--- src/rtl/la_iopadctrl_pkg.sv ---
// la_iopadctrl_pkg: state encoding and stagger step count shared by la_iopadctrl
package la_iopadctrl_pkg;
  typedef enum logic [1:0] {IDLE = 2'd0, SEQ = 2'd1, ACTIVE = 2'd2} state_e;
  function automatic int num_steps(input int npins, input int group);
    return (npins + group - 1) / group;
  endfunction
endpackage

--- src/rtl/la_iopadctrl_stagger.sv ---
// la_iopadctrl_stagger: delay/step counters releasing pins in groups of GROUP every STEPDLY cycles
module la_iopadctrl_stagger
  import la_iopadctrl_pkg::*;
#(
  parameter int NPINS   = 8,
  parameter int GROUP   = 4,
  parameter int STEPDLY = 16
) (
  input  logic             clk,
  input  logic             nreset,
  input  logic             start,
  input  logic             abort,
  output logic [NPINS-1:0] mask,
  output logic             done
);
  localparam int NSTEP = num_steps(NPINS, GROUP);
  localparam int CW = $clog2(STEPDLY + 1);
  localparam int SW = $clog2(NSTEP + 1);
  logic on_q, on_d, tick, last, adv;
  logic [CW-1:0] cnt_q, cnt_d;
  logic [SW-1:0] step_q, step_d;
  logic [NPINS-1:0] mask_q, mask_d;
  always_comb begin
    tick = cnt_q == CW'(STEPDLY - 1);
    last = step_q == SW'(NSTEP - 1);
    adv = on_q & tick & ~last;
    on_d = start | (on_q & ~abort);
    step_d = (start | abort) ? '0 : adv ? step_q + 1'b1 : step_q;
    // counter holds at terminal count once the last group is out
    cnt_d = (start | abort | adv) ? '0 : (on_q & ~tick) ? cnt_q + 1'b1 : cnt_q;
  end
  for (genvar i = 0; i < NPINS; i++) begin : g_mask
    assign mask_d[i] = on_d & (SW'(i / GROUP) <= step_d);
  end
  always_ff @(posedge clk) begin
    if (!nreset) begin
      on_q <= 1'b0;
      cnt_q <= '0;
      step_q <= '0;
      mask_q <= '0;
    end else begin
      on_q <= on_d;
      cnt_q <= cnt_d;
      step_q <= step_d;
      mask_q <= mask_d;
    end
  end
  assign mask = mask_q;
  assign done = &mask_d;
endmodule

--- src/rtl/la_iopadctrl.sv ---
// la_iopadctrl: per-pin ie/oe/cfg shadow registers with staggered power-up release of one padring side.
// Optional registered shadow readback port under LA_IOPADCTRL_READBACK_EN.
module la_iopadctrl
  import la_iopadctrl_pkg::*;
#(
  parameter int NPINS   = 8,
  parameter int CFGW    = 8,
  parameter int GROUP   = 4,
  parameter int STEPDLY = 16,
  parameter int AW      = (NPINS > 1) ? $clog2(NPINS) : 1
) (
  input  logic                  clk,
  input  logic                  nreset,
  input  logic                  en,
  input  logic                  wr_valid,
  output logic                  wr_ready,
  input  logic [AW-1:0]         wr_addr,
  input  logic                  wr_ie,
  input  logic                  wr_oe,
  input  logic [CFGW-1:0]       wr_cfg,
`ifdef LA_IOPADCTRL_READBACK_EN
  input  logic [AW-1:0]         rd_addr,
  output logic                  rd_ie,
  output logic                  rd_oe,
  output logic [CFGW-1:0]       rd_cfg,
`endif
  output logic [NPINS-1:0]      ie,
  output logic [NPINS-1:0]      oe,
  output logic [NPINS*CFGW-1:0] cfg,
  output logic                  busy,
  output logic                  active,
  output logic                  err
);
  state_e state_q, state_d;
  logic [NPINS-1:0] sh_ie_q, sh_ie_d, sh_oe_q, sh_oe_d, ie_q, ie_d, oe_q, oe_d, mask;
  logic [NPINS*CFGW-1:0] sh_cfg_q, sh_cfg_d, cfg_q, cfg_d;
  logic err_q, err_d, we, hit, start, abort, done;
  assign wr_ready = state_q != SEQ;
  always_comb begin
    we = wr_valid & wr_ready;
    hit = 32'(wr_addr) < 32'(NPINS);
    sh_ie_d = sh_ie_q;
    sh_oe_d = sh_oe_q;
    sh_cfg_d = sh_cfg_q;
    if (we && hit) begin
      sh_ie_d[wr_addr] = wr_ie;
      sh_oe_d[wr_addr] = wr_oe;
      sh_cfg_d[32'(wr_addr)*CFGW +: CFGW] = wr_cfg;
    end
    err_d = err_q | (we & ~hit);
    start = (state_q == IDLE) & en;
    abort = (state_q != IDLE) & ~en;
    state_d = !en ? IDLE : (state_q == IDLE) ? SEQ : (state_q == SEQ && done) ? ACTIVE : state_q;
    // cfg is left ungated so it settles before the drivers are enabled
    ie_d = sh_ie_q & mask;
    oe_d = sh_oe_q & mask;
    cfg_d = sh_cfg_q;
  end
  la_iopadctrl_stagger #(
    .NPINS(NPINS),
    .GROUP(GROUP),
    .STEPDLY(STEPDLY)
  ) u_stagger (
    .clk(clk),
    .nreset(nreset),
    .start(start),
    .abort(abort),
    .mask(mask),
    .done(done)
  );
  always_ff @(posedge clk) begin
    if (!nreset) begin
      state_q <= IDLE;
      sh_ie_q <= '0;
      sh_oe_q <= '0;
      sh_cfg_q <= '0;
      err_q <= 1'b0;
      ie_q <= '0;
      oe_q <= '0;
      cfg_q <= '0;
    end else begin
      state_q <= state_d;
      sh_ie_q <= sh_ie_d;
      sh_oe_q <= sh_oe_d;
      sh_cfg_q <= sh_cfg_d;
      err_q <= err_d;
      ie_q <= ie_d;
      oe_q <= oe_d;
      cfg_q <= cfg_d;
    end
  end
  assign ie = ie_q;
  assign oe = oe_q;
  assign cfg = cfg_q;
  assign busy = state_q == SEQ;
  assign active = state_q == ACTIVE;
  assign err = err_q;
`ifdef LA_IOPADCTRL_READBACK_EN
  logic rd_hit, rd_ie_q, rd_ie_d, rd_oe_q, rd_oe_d;
  logic [CFGW-1:0] rd_cfg_q, rd_cfg_d;
  always_comb begin
    rd_hit = 32'(rd_addr) < 32'(NPINS);
    rd_ie_d = rd_hit ? sh_ie_q[rd_addr] : 1'b0;
    rd_oe_d = rd_hit ? sh_oe_q[rd_addr] : 1'b0;
    rd_cfg_d = rd_hit ? sh_cfg_q[32'(rd_addr)*CFGW +: CFGW] : '0;
  end
  always_ff @(posedge clk) begin
    if (!nreset) begin
      rd_ie_q <= 1'b0;
      rd_oe_q <= 1'b0;
      rd_cfg_q <= '0;
    end else begin
      rd_ie_q <= rd_ie_d;
      rd_oe_q <= rd_oe_d;
      rd_cfg_q <= rd_cfg_d;
    end
  end
  assign rd_ie = rd_ie_q;
  assign rd_oe = rd_oe_q;
  assign rd_cfg = rd_cfg_q;
`endif
endmodule

--- config.mk ---
export PLATFORM = sky130hd
export DESIGN_NAME = la_iopadctrl
export DESIGN_NICKNAME = d
export VERILOG_FILES = /design/src/rtl/la_iopadctrl_pkg.sv /design/src/rtl/la_iopadctrl_stagger.sv /design/src/rtl/la_iopadctrl.sv
export SDC_FILE = /design/constraint.sdc
export NUM_CORES = 1
export LEC_CHECK = 0
export CAP_MARGIN = 20
export CORE_MARGIN = 1.5
export CORE_UTILIZATION = 40
export DETAILED_ROUTE_END_ITERATION = 8
export GPL_TIMING_DRIVEN = 0
export PLACE_DENSITY = 0.63
export SLEW_MARGIN = 20
export SYNTH_ARGS = -nofsm -noshare
export SYNTH_HDL_FRONTEND = slang
export SYNTH_SLANG_ARGS = --single-unit
--- constraint.sdc ---
create_clock -name clk -period 1.57 [get_ports clk]
set_input_delay 0.2355 -clock clk [delete_from_list [all_inputs] [get_ports clk]]
set_output_delay 0.2355 -clock clk [all_outputs]
set_load 0.02 [all_outputs]
**Word-level counts from Yosys, hierarchy flattened**

Cells that the tools add are included.

- Bits in registers: 175
- Input port bits: 17
- Output and inout port bits: 84

- Add/subtract/negate cells: 3
- $lt $le $gt $ge: 4
- Equality and inequality tests: 5
- Shift operators: 2
- Muxes and demuxes: 9
- Bitwise gates (word level): 19
- Reduce and logical (&&, ||, !) cells: 9

Operators by type and width:

| operator | number |
|---|---|
| 64-bit bitwise mux | 1 |
| 8-bit by 34-bit variable shift with 64-bit output, first input constant | 1 |
| 8-bit by 34-bit indexed part select with 64-bit output | 1 |
| 6-bit negation with 34-bit output | 1 |
| 8-bit AND | 2 |
| 8-bit bitwise mux | 2 |
| 1-bit AND | 9 |
| 5-bit by 1-bit adder with 5-bit output, second input constant | 1 |
| 5-bit by 4-bit equality test with 1-bit output, second input constant | 1 |
| 1-bit NOT | 5 |
| 2-bit by 1-bit equality test with 1-bit output, second input constant | 2 |
| 1-bit by 2-bit <= comparator with 1-bit output, first input constant | 2 |
| 3-bit by 4-bit < comparator with 1-bit output, second input constant | 1 |
| 2-bit two-way mux | 2 |
| 2-bit AND reduction | 2 |
| 2-bit nonzero test | 2 |
| 1-bit demux with 3-bit select | 1 |
| 3-bit by 1-bit greater-or-equal comparator with 1-bit output, second input constant | 1 |
| 1-bit two-way mux | 3 |
| 1-bit OR | 3 |
| 3-bit OR reduction | 1 |
| 2-bit by 1-bit adder with 2-bit output, second input constant | 1 |
| 2-bit equality test, second input constant | 1 |
| 1-bit logical AND | 2 |
| other kinds (3) | 3 |

**Logic depth before layout (Yosys ltp)**

- Depth in word-level cells: 11
- Depth in mapped cells: 8

**Hierarchy**

Synthesis repeated with hierarchy kept, for this count alone.

- Cell total of the unflattened synthesis: 540
- Area, all modules: 5676.7 µm²

Modules (own cells, without submodules):

| module | times used | cells each | area an instance (µm²) | seq. area each (µm²) |
|---|---|---|---|---|
| la_iopadctrl | 1 | 486 | 5183.7 | 3243.1 |
| la_iopadctrl_stagger | 1 | 54 | 493.0 | 180.2 |

**Worst setup path before layout**

OpenSTA, ideal clock, no wires.

- Kind: input-to-reg
- From: in wr_addr[0]
- To: reg sh_cfg_q[40], in the netlist cfg_d[40]
- Setup time: 0.124 ns
- Arrival time: 1.576 ns
- Required time: 1.446 ns
- Setup slack: -0.130 ns
- Stages on the path: 7
- Path buffers: 1
- Path through: inv_1 ha_1 ha_1 nand2b_1 or3_1 buf_2 mux2i_1

- Word-level cells in the longest chain between the ends: 3

Ends and longest elaborated chain:

| element | RTL line | text |
|---|---|---|
| start, declared | la_iopadctrl.sv:17 | `input logic [AW-1:0] wr_addr,` |
| 6-bit negation with 34-bit output (*) | la_iopadctrl.sv:48 | `sh_cfg_d[32'(wr_addr)*CFGW +: CFGW] = wr_cfg;` |
| 8-bit by 34-bit indexed part select with 64-bit output or 8-bit by 34-bit variable shift with 64-bit output (tied branches) | la_iopadctrl.sv:48 |  |
| 64-bit bitwise mux (*) | la_iopadctrl.sv:48 |  |
| end signal, assigned | la_iopadctrl.sv:85 | `sh_cfg_q <= sh_cfg_d;` |
| end, declared | la_iopadctrl.sv:36 | `logic [NPINS*CFGW-1:0] sh_cfg_q, sh_cfg_d, cfg_q, cfg_d;` |

Mark *: on every way between the ends. The rest lies on a longest branch, timed or not.
A chain may end at the register's enable or synchronous reset.

**Final worst setup path**

- From: reg u_stagger.cnt_q[1]
- To: reg state_q[0]

- Word-level cells in the longest chain between the ends: 10

Ends and longest elaborated chain:

| element | RTL line | text |
|---|---|---|
| start, declared | la_iopadctrl_stagger.sv:20 | `logic [CW-1:0] cnt_q, cnt_d;` |
| start signal, assigned | la_iopadctrl_stagger.sv:43 | `cnt_q <= cnt_d;` |
| 5-bit by 4-bit equality test with 1-bit output (*) | la_iopadctrl_stagger.sv:24 | `tick = cnt_q == CW'(STEPDLY - 1);` |
| 1-bit AND (*) (2 in a row) | la_iopadctrl_stagger.sv:26 | `adv = on_q & tick & ~last;` |
| 2-bit two-way mux (*) (2 in a row) | la_iopadctrl_stagger.sv:28 | `step_d = (start \| abort) ? '0 : adv ? step_q + 1'b1 : step_q;` |
| 1-bit by 2-bit <= comparator with 1-bit output | la_iopadctrl_stagger.sv:33 | `assign mask_d[i] = on_d & (SW'(i / GROUP) <= step_d);` |
| 1-bit AND | la_iopadctrl_stagger.sv:33 |  |
| 2-bit AND reduction (*) | la_iopadctrl_stagger.sv:49 | `assign done = &mask_d;` |
| 1-bit logical AND (*) | la_iopadctrl.sv:53 | `state_d = !en ? IDLE : (state_q == IDLE) ? SEQ : (state_q == SEQ && done) ? ACTIVE : state_q;` |
| 2-bit nonzero test (no line) (*) | - |  |
| end signal, assigned | la_iopadctrl.sv:82 | `state_q <= state_d;` |
| end, declared | la_iopadctrl.sv:34 | `state_e state_q, state_d;` |

Marked as above.

==> out/summary.txt <==
final worst slack - -103 ps
Seq/Total Area, Yosys - 60.0%
worst ir drop on vdd - 0.000751 V
Post-synth EDFFs - 0
Leak - 4.05 nW
Reg2Reg Depth - 7
worst skew pair latency - 430 ps
starting density of the core - 41.1%
max_cap viols - 0
crit path kind - register to register
Max Buffers Root-to-Sink - 2
setup TNS - -433 ps
status - complete, but fails checks
Clk pin slew, worst setup/hold paths - 70 ps
n_diodes - 0
Total Power - 8.87 mW
skew final - 12.7 ps
final worst path period share - 107%
Chip Height - 122 microns
Routed WL - 12300 microns
Syn-to-layout area delta - 33.9%
worst hold-check path type - input pin to register
DIE AREA - 15000 sq um
Post-Syn Area - 5710 sq um
hold depth - 3
initial antenna violation count - 0
CTS H-tree depth - 4
Worst EP arrival - 2000 ps
# IOs - 101
number of library cell types mapped by synthesis - 38
commonest cells after routing, fill and taps aside - 168 x dfxtp_1, 84 x nand2_1, 81 x dlygate4sd2_1
Inserted Clock Buffers - 17
row count - 43
Die X - 122 microns
Cell Pwr Density - 1160 nW/um^2
Worst Path Max Fanout - 2
Fillers - 1269
hold_ws - 265 ps
Crit. End Element - register
share of layout cells above drive strength 1 - 13.4%
# port buffers - 99
YS warnings - 0
fin crit period - 1670 ps
number of global-route vias before repair - 4045
synthesized area per cell - 10.3 sq um
maximum clock frequency - 0.598 GHz
first-pass GRT wire length - 19900 microns
CTS root buf - clkbuf_16
Tot GR Track Use - 17.7%
TritonCTS clock tree - built
Async SR Flop Fraction - 0%
commonest non-fill, non-tap cell in the layout - dfxtp_1
syn_nets - 579
Final Hold Fails - 0
failing checks - negative setup slack
routed vias - 4104
TritonCTS Sinks - 171
Core Region - 13900 sq um
DRC - 0
CP startpoint kind - register
RSZ-0062 raised after global routing - true
drt via density - 4.69
multi-input logic area - 2090 sq um
Detailed Route Iter0 Violations - 251
ys flop type - dfxtp_1
WL/cell - 14.0 microns
pin count of the biggest net entering global routing - 17
Nets - 706
GRT Residual Overflow - 0
Placer Congestion - 0.796
Worst EP required - 1890 ps
FF+latch area - 3430 sq um
placed wire-length estimate - 8880 microns
final setup fails - 18
first drt pass iteration count - 4
Cells after Synth - 555
Post-DRT Antenna Nets - 0
Seq cells post-synth - 171
fin. max-slew vios - 0
==> routing by layer <==
metal | up-vias | track usage (%) | part of all wire, %
met4 | 0 | 6.90 | 2.0
met1 | 1905 | 22.6 | 46
met3 | 24 | 5.20 | 6.0
li1 | 2060 | - | -
met5 | - | 0 | 0
met2 | 115 | 28.1 | 46
==> report_power, final <==
| part | internal (mW) | switching [mW] | leakage [nW] |
|---|---|---|---|
| combinational | 0.182 | 0.304 | 2.39 |
| sequential | 4.38 | 0.0144 | 1.38 |
| clock | 2.36 | 1.63 | 0.281 |
==> metrics by stage <==
| step | utilization (%) | cells | worst slack [ps] | cell area, sq um |
|---|---|---|---|---|
| 5_1_grt | 55.1 | 875 | -143 | 7640 |
| 3_3_place_gp | 50.3 | 834 | -962 | 6980 |
| 3_5_place_dp | 50.3 | 834 | -1010 | 6980 |
| 2_1_floorplan | - | 555 | -57.4 | 5760 |
| 4_1_cts | 54.7 | 874 | -101 | 7590 |
| 6_report | 55.1 | 875 | -103 | 7640 |
==> area by class of cell <==
class / count / area share, %
repair buffers: 110 / 12.6
well taps: 180 / 2.95
clock buffers: 24 / 6.43
multi-input cells: 303 / 27.3
inverters: 49 / 2.41
flip-flops and latches: 171 / 44.8
clock inverters: 8 / 1.13
plain buffers: 30 / 2.32
==> critical path, stage by stage (launching register included) <==
cell	delay, ps
dfxtp_2	340
ha_4	150
and3_4	180
ha_4	150
nand3b_1	110
mux2i_1	270
nand2_1	120
o31a_1	240
==> timing repair <==
action,in CTS,in global routing
setup buffers,9,2
gates resized for setup,127,22
setup endpoints to repair,159,86
pin swaps,4,4
hold buffers,0,0
==> synth_stat cells, types with 5 or more instances <==
cell type | n | area (sq um)
dfxtp_1 | 171 | 3420
nand2_1 | 85 | 319
mux2i_1 | 58 | 581
inv_1 | 49 | 184
and2_1 | 27 | 169
o21ai_0 | 24 | 120
o31ai_1 | 24 | 180
clkbuf_1 | 22 | 82.6
and3_1 | 19 | 119
nor2_1 | 14 | 52.6
nor2b_1 | 12 | 75.1
ha_1 | 7 | 87.6
nand3_1 | 6 | 30.0
buf_2 | 5 | 25.0
==> cell families after synthesis <==
kind of cell / Yosys count / share of synthesized area, %
compound gates: 54 / 6.07
xor+xnor: 4 / 0.614
fa+ha+maj: 7 / 1.54
buf+inv: 81 / 5.77
flops: 171 / 60.0
mux: 58 / 10.2
other cells: 1 / 0.0657
simple gates: 179 / 15.8
==> registers in the layout (all words and copies together), names as in the netlist <==
name	flops
cfg	64
u_stagger.step_q	2
sh_ie_q	8
oe	8
u_stagger.mask	2
sh_oe_q	8
u_stagger.cnt_q	5
ie	8
state_q	2
cfg_d	64
==> path summary, 6_finish.rpt <==
kind                                         start    endpoint  slack, ps
worst max register to register  u_stagger.cnt_q[1]  state_q[0]       -100
worst min register to register           cfg_d[41]     cfg[41]        440
worst min-delay path                    wr_addr[1]  sh_oe_q[7]        270
worst max-delay path            u_stagger.cnt_q[1]  state_q[0]       -100
Note: power is estimated with default switching activity, not from simulation.
